$ cat src/rtl/clk_div_gen_pkg.sv
// Shared types and helpers for the clk_div_gen programmable clock divider.
// Optional feature macro: CLKDIV_DUTY_EN (programmable high time).
package clk_div_gen_pkg;

    // Internal width for ratio/high-time values. Channels zero-extend their
    // CNT_W-wide counters to this width, so CNT_W must not exceed CFG_W.
    localparam int CFG_W = 16;

    // Smallest divide ratio the channels will run at.
    localparam logic [CFG_W-1:0] DIV_MIN = CFG_W'(2);

    // One channel's configuration: the shadow copy loaded over the cfg port.
    typedef struct packed {
        logic [CFG_W-1:0] div;
        logic [CFG_W-1:0] high;
        logic             pending;
    } ch_cfg_t;

    // Ratios below DIV_MIN cannot produce a toggling output, so raise them.
    function automatic logic [CFG_W-1:0] clamp_div(input logic [CFG_W-1:0] d);
        return (d < DIV_MIN) ? DIV_MIN : d;
    endfunction

    // Default high time: half the period, rounded down (odd ratios get the
    // shorter high phase).
    function automatic logic [CFG_W-1:0] default_high(input logic [CFG_W-1:0] d);
        return d >> 1;
    endfunction

    // Programmed high time limited to 1..d-1 so the output always toggles.
    function automatic logic [CFG_W-1:0] clamp_high(input logic [CFG_W-1:0] h,
                                                     input logic [CFG_W-1:0] d);
        logic [CFG_W-1:0] v;
        v = (h == '0) ? CFG_W'(1) : h;
        if (v > d - CFG_W'(1)) begin
            v = d - CFG_W'(1);
        end
        return v;
    endfunction

endpackage

$ cat src/rtl/clk_div_gen_ch.sv
// One divider channel: period counter, shadow config register and the
// registered divided-clock / tick outputs.
// Optional feature macro: CLKDIV_DUTY_EN adds the i_high input.
module clk_div_ch
    import clk_div_gen_pkg::*;
#(
    parameter int CNT_W   = 8,
    parameter int DIV_RST = 2
) (
    input  logic             clk,
    input  logic             rst_n,
    input  logic             i_en,
    input  logic             i_sync,
    input  logic             i_wr,
    input  logic [CNT_W-1:0] i_div,
`ifdef CLKDIV_DUTY_EN
    input  logic [CNT_W-1:0] i_high,
`endif
    output logic             o_pending,
    output logic             o_div_clk,
    output logic             o_tick
);

    localparam logic [CFG_W-1:0] RST_DIV  = CFG_W'(DIV_RST);
    localparam logic [CFG_W-1:0] RST_HIGH = CFG_W'(DIV_RST / 2);

    // Active ratio / high time and the position within the current period.
    logic [CNT_W-1:0] r_cnt;
    logic             r_run;
    logic [CFG_W-1:0] r_div;
    logic [CFG_W-1:0] r_high;
    ch_cfg_t          r_cfg;
    logic             r_div_clk;
    logic             r_tick;

    logic             w_wrap;
    logic             w_restart;
    logic             w_apply;
    logic [CNT_W-1:0] w_cnt_next;
    logic [CFG_W-1:0] w_high_use;
    logic [CFG_W-1:0] w_new_div;
    logic [CFG_W-1:0] w_new_high;

    // Period boundary detection, shadow-apply decision and next-count.
    always_comb begin
        w_wrap     = r_run && (CFG_W'(r_cnt) == (r_div - CFG_W'(1)));
        // A channel that was idle on the previous edge starts at phase 0.
        w_restart  = !r_run || i_sync || w_wrap;
        // Shadows land on a period boundary, or straight away when idle.
        w_apply    = r_cfg.pending && (!i_en || i_sync || w_wrap);
        w_cnt_next = w_restart ? '0 : (r_cnt + 1'b1);
        // The new period must already use the freshly applied high time.
        w_high_use = w_apply ? r_cfg.high : r_high;
        w_new_div  = clamp_div(CFG_W'(i_div));
`ifdef CLKDIV_DUTY_EN
        w_new_high = clamp_high(CFG_W'(i_high), w_new_div);
`else
        w_new_high = default_high(w_new_div);
`endif
    end

    // Counter, active configuration and registered outputs.
    always_ff @(posedge clk or negedge rst_n) begin
        if (!rst_n) begin
            r_cnt     <= '0;
            r_run     <= 1'b0;
            r_div     <= RST_DIV;
            r_high    <= RST_HIGH;
            r_div_clk <= 1'b0;
            r_tick    <= 1'b0;
        end else begin
            if (w_apply) begin
                r_div  <= r_cfg.div;
                r_high <= r_cfg.high;
            end
            if (i_en) begin
                r_cnt     <= w_cnt_next;
                r_run     <= 1'b1;
                r_div_clk <= (CFG_W'(w_cnt_next) < w_high_use);
                r_tick    <= (w_cnt_next == '0);
            end else begin
                r_cnt     <= '0;
                r_run     <= 1'b0;
                r_div_clk <= 1'b0;
                r_tick    <= 1'b0;
            end
        end
    end

    // Shadow register: written by the cfg port, pending cleared on apply.
    // A write and an apply never coincide because writes need pending=0.
    always_ff @(posedge clk or negedge rst_n) begin
        if (!rst_n) begin
            r_cfg.div     <= RST_DIV;
            r_cfg.high    <= RST_HIGH;
            r_cfg.pending <= 1'b0;
        end else if (i_wr) begin
            r_cfg.div     <= w_new_div;
            r_cfg.high    <= w_new_high;
            r_cfg.pending <= 1'b1;
        end else if (w_apply) begin
            r_cfg.pending <= 1'b0;
        end
    end

    assign o_pending = r_cfg.pending;
    assign o_div_clk = r_div_clk;
    assign o_tick    = r_tick;

endmodule

$ cat src/rtl/clk_div_gen.sv
// N-channel programmable clock divider. Top level decodes config writes,
// muxes cfg_ready from the addressed channel and fans sync_i out.
// Optional feature macro: CLKDIV_DUTY_EN adds cfg_high (programmable high time).
module clk_div_gen
    import clk_div_gen_pkg::*;
#(
    parameter  int NUM_CH  = 4,
    parameter  int CNT_W   = 8,
    parameter  int DIV_RST = 2,
    localparam int CH_W    = (NUM_CH > 1) ? $clog2(NUM_CH) : 1
) (
    input  logic              clk,
    input  logic              rst_n,
    input  logic [NUM_CH-1:0] ch_en,
    input  logic              sync_i,
    input  logic              cfg_valid,
    output logic              cfg_ready,
    input  logic [CH_W-1:0]   cfg_ch,
    input  logic [CNT_W-1:0]  cfg_div,
`ifdef CLKDIV_DUTY_EN
    input  logic [CNT_W-1:0]  cfg_high,
`endif
    output logic [NUM_CH-1:0] div_clk_o,
    output logic [NUM_CH-1:0] tick_o
);

    localparam int CH_SPAN = 2 ** CH_W;

    logic [NUM_CH-1:0]  w_pending;
    logic [NUM_CH-1:0]  w_wr;
    logic [CH_SPAN-1:0] w_pend_ext;

    // Addresses beyond the last channel read as "not pending", so writes to
    // them are accepted and simply go nowhere.
    for (genvar gi = 0; gi < CH_SPAN; gi++) begin : g_pend
        if (gi < NUM_CH) begin : g_real
            assign w_pend_ext[gi] = w_pending[gi];
        end else begin : g_none
            assign w_pend_ext[gi] = 1'b0;
        end
    end

    assign cfg_ready = ~w_pend_ext[cfg_ch];

    for (genvar gi = 0; gi < NUM_CH; gi++) begin : g_ch
        assign w_wr[gi] = cfg_valid && cfg_ready && (cfg_ch == CH_W'(gi));

        clk_div_ch #(
            .CNT_W   (CNT_W),
            .DIV_RST (DIV_RST)
        ) u_ch (
            .clk       (clk),
            .rst_n     (rst_n),
            .i_en      (ch_en[gi]),
            .i_sync    (sync_i),
            .i_wr      (w_wr[gi]),
            .i_div     (cfg_div),
`ifdef CLKDIV_DUTY_EN
            .i_high    (cfg_high),
`endif
            .o_pending (w_pending[gi]),
            .o_div_clk (div_clk_o[gi]),
            .o_tick    (tick_o[gi])
        );
    end

endmodule

$ cat config.mk
export PLATFORM = sky130hd
export DESIGN_NAME = clk_div_gen
export DESIGN_NICKNAME = d
export VERILOG_FILES = /design/src/rtl/clk_div_gen_pkg.sv /design/src/rtl/clk_div_gen_ch.sv /design/src/rtl/clk_div_gen.sv
export SDC_FILE = /design/constraint.sdc
export NUM_CORES = 1
export LEC_CHECK = 0
export ABC_AREA = 1
export BUFFER_PORTS_ARGS = -buffer_cell sky130_fd_sc_hd__clkbuf_2
export CAP_MARGIN = 20
export CELL_PAD_IN_SITES_DETAIL_PLACEMENT = 2
export CELL_PAD_IN_SITES_GLOBAL_PLACEMENT = 2
export CORE_AREA = 2 2 155 157
export CTS_BUF_LIST = sky130_fd_sc_hd__clkbuf_8
export DETAILED_ROUTE_END_ITERATION = 8
export DIE_AREA = 0 0 157 159
export PLACE_DENSITY = 0.84
export SLEW_MARGIN = 5
export SYNTH_ARGS = -nofsm -noshare
export SYNTH_HDL_FRONTEND = slang
export SYNTH_SLANG_ARGS = --single-unit
$ cat constraint.sdc
create_clock -name clk -period 3.6 [get_ports clk]
set_input_delay 0.72 -clock clk [delete_from_list [all_inputs] [get_ports clk]]
set_output_delay 0.72 -clock clk [all_outputs]
set_load 0.005 [all_outputs]
==> results.yml <==
run_status:
  status: "finished, violations left"
  violations: "setup timing"
worst_setup_path:
  rr_endpoint: "g_ch[2].u_ch.o_div_clk$_DFF_PN0_"
  r2r_slack_ns: -0.16
  crit_arrival_ns: 4.17
  worstSetupPathType: "flip-flop to flip-flop"
  r2r_start: "g_ch[2].u_ch.r_div[2]$_DFFE_PN0P_"
  cp_max_fo: 5
  startpoint_type: "flip-flop"
  worstPathRequired_ns: 4.01
  critPathCaptureType: "flip-flop"
  reg2regPathDepth: 28
  path_common_cell: "nand2_1"
  cp_slowest_cell: "dfrtp_1"
  cp-startpoint: "g_ch[2].u_ch.r_div[2]$_DFFE_PN0P_"
  crit_path_max_incr_delay_ns: 0.41
logic_synthesis:
  synth_cells: 1141
  synth_edf_count: 0
  yosysSeqAreaShare: 0.491
  synthDistinctLibCells: 35
  yosys_warnings: 0
  syn_nets: 1199
  avgSynthCellArea_um2: 7.88
  netlist_area_mm2: 0.00899
  synthFlopType: "dfrtp_1"
  synthArstFlopShare: 1.00
  synth-seq-cells: 176
finish:
  final_util: 0.461
  num-fill-cells: 2595
  layout.nets: 1270
  final_cells: 1544
  multiInputGateArea_mm2: 0.00398
  regArea_mm2: 0.00442
  synthToLayoutAreaGrowth_pct: 19.0
  drive_gt1_frac: 0.194
power_and_ir_drop:
  powerDensity_mw_per_mm2: 574
  p_total_mw: 6.14
  p_seq_frac: 0.416
  p_comb_frac: 0.348
  switching_share: 0.403
  peakVddDrop_mv: 0.239
  clock_power_share: 0.236
  switchingPower_mw: 2.48
  p_int_mw: 3.67
  p_leak_nw: 5.54
sta:
  slew_viol_final: 0
  slew_headroom: 0.471
  worst_slew_pin_slew_ns: 0.794
  period_needed_ns: 3.76
  fin_skew_ns: 0.0239
  hold_violations: 0
  fin_ws_ns: -0.162
  setup_viol: 4
  fmax_ghz: 0.266
  fin_crit_sh: 1.05
place:
  dp_hpwl_um: 20000
  numPortBuffers: 26
  dp_cells: 1479
  gp_congestion: 0.795
min_path:
  hp-class: "input pin to async pin"
global_routing:
  grt_max_degree: 78
  grt_pass1_wl_um: 47800
  track_usage: 0.245
  grt_pass1_vias: 8858
  antenna_found_initial: 1
  grt_overflow_total: 0
clock_tree:
  clkTransAtPathRegs_ns: 0.10
  clock_path_buffers: 2
  cts_tree: "built"
  root_buffer: "clkbuf_8"
  cts_buffers: 17
  htree_levels: 4
  insertion_delay_ns: 0.49
  clock-sinks: 176
floorplanning:
  dieArea_mm2: 0.0250
  die_x_um: 157
  die_h_um: 159
  rows: 56
  core_mm2: 0.0232
  io_pins: 27
  initial_core_util: 0.388
detailed_routing:
  drc_errors: 0
  wirelength_um: 37600
  drt_pass1_iterations: 5
  detail-route-antenna-nets: 0
  post_drt_via_cell_ratio: 5.31
  num_vias: 8204
  wire_per_inst_um: 24.3
  drtIter0Drc: 460
flow_run:
  cap_violations: 0
flip-flops by register name, summed over array words and instances, names as in the netlist:
signal	count
g_ch.u_ch.o_div_clk	4
g_ch.u_ch.o_pending	4
g_ch.u_ch.o_tick	4
g_ch.u_ch.r_cfg	32
g_ch.u_ch.r_cnt	32
g_ch.u_ch.r_div	32
g_ch.u_ch.r_high	64
g_ch.u_ch.r_run	4
cells in the mapped netlist (4+ instances only):
| master | instances | area, µm² |
|---|---|---|
| a211oi_1 | 4 | 30.0 |
| a21oi_1 | 17 | 85.1 |
| a31oi_1 | 4 | 25.0 |
| a41oi_1 | 4 | 35.0 |
| buf_2 | 7 | 35.0 |
| buf_4 | 10 | 75.1 |
| clkbuf_1 | 8 | 30.0 |
| dfrtp_1 | 164 | 4100 |
| dfstp_2 | 12 | 315 |
| ha_1 | 40 | 500 |
| inv_1 | 227 | 852 |
| nand2_1 | 256 | 961 |
| nand2_2 | 6 | 37.5 |
| nand3_1 | 66 | 330 |
| nand4_1 | 10 | 62.6 |
| nor2_1 | 139 | 522 |
| nor3_1 | 25 | 125 |
| o21ai_0 | 98 | 490 |
| or2_2 | 5 | 31.3 |
| xor2_1 | 14 | 123 |
layer usage:
metal,wire length (µm),global-route usage
met1,15700,0.307
met2,19600,0.435
met4,1330,0.0784
met5,0,0
met3,987,0.0348
logic make-up (layout without fill, tap and decap cells):
family | count (synthesis) | after routing | share of synthesized area
AO/OA/AOI/OAI | 129 | 129 | 0.0761
flip-flops | 176 | 176 | 0.491
XOR/XNOR | 19 | 19 | 0.0216
adder cells (fa/ha/maj) | 40 | 40 | 0.0557
buffers and inverters | 259 | 342 | 0.114
AND/OR/NAND/NOR | 518 | 518 | 0.241
other | 0 | 1 | 0
worst max-delay path: cells and delay by family, from the launching register on:
family | cells | cell delay (ns)
fa+ha+maj | 2 | 0.53
simple gates | 18 | 1.84
flops | 1 | 0.41
compound gates | 2 | 0.27
buf+inv | 6 | 0.63
layout by cell type, fill, tap and decap left out, types with 5 or more instances in the layout:
| master | instances |
|---|---|
| nor2_1 | 134 |
| nand3_2 | 5 |
| ha_4 | 8 |
| nand3_1 | 62 |
| a21oi_1 | 8 |
| clkbuf_2 | 25 |
| o21ai_2 | 16 |
| a21oi_2 | 9 |
| clkbuf_8 | 19 |
| ha_1 | 32 |
| nand2_1 | 230 |
| buf_6 | 6 |
| dfstp_2 | 12 |
| nand2_2 | 25 |
| xor2_1 | 14 |
| buf_4 | 46 |
| o21ai_0 | 75 |
| inv_1 | 215 |
| nand4_1 | 10 |
| nor3_1 | 21 |
| nand2_4 | 7 |
| inv_2 | 14 |
| clkinvlp_4 | 5 |
| dfrtp_1 | 162 |
repair_timing:
action                                 in CTS  in global routing
hold buffers                                0                  0
endpoints found under the hold margin       0                  0
gates resized for setup                    23                132
setup buffers                              12                 20
gates cloned                                0                  1
setup endpoints to repair                   4                  4
pin swaps                                   2                 30
power groups by stage:
stage                     Sequential [mW]  Clock [mW]  Combinational, mW
after floorplan                      2.46           0               1.07
after global placement               2.50           0               1.45
after detailed placement             2.52           0               1.56
after CTS                            2.50        1.44               1.69
after global routing                 2.57        1.54               2.33
final                                2.56        1.45               2.14
stage by stage:
stage | area [µm²] | setup slack (ns) | hold WS, ns | TNS [ns]
6_report | 10700 | -0.162 | 0.291 | -0.267
5_1_grt | 10700 | -0.339 | 0.317 | -1.16
4_1_cts | 10100 | -0.0711 | 0.303 | -0.0711
3_5_place_dp | 9540 | -0.344 | 0.482 | -0.423
3_3_place_gp | 9540 | -0.131 | 0.468 | -0.131
2_1_floorplan | 8990 | 0.418 | 0.424 | 0
final cells by class:
type                    count  area share
diodes                      1    0.000234
clock buffers              19      0.0244
clock inverters            12      0.0115
inverters                 230      0.0825
multi-input cells         706       0.372
flip-flops and latches    176       0.413
well taps                 319      0.0373
repair buffers             81      0.0583
worst max-delay path by stage:
| stage | cells past startpoint | endpoint |
|---|---|---|
| 2_1_floorplan | 22 | g_ch[1].u_ch.o_div_clk$_DFF_PN0_ |
| 3_3_place_gp | 24 | g_ch[2].u_ch.o_div_clk$_DFF_PN0_ |
| 3_5_place_dp | 24 | g_ch[2].u_ch.o_div_clk$_DFF_PN0_ |
| 4_1_cts | 24 | g_ch[2].u_ch.o_div_clk$_DFF_PN0_ |
| 5_1_grt | 23 | g_ch[1].u_ch.o_div_clk$_DFF_PN0_ |
| 6_report | 28 | g_ch[2].u_ch.o_div_clk$_DFF_PN0_ |
Power figures use the tool's default switching activity.
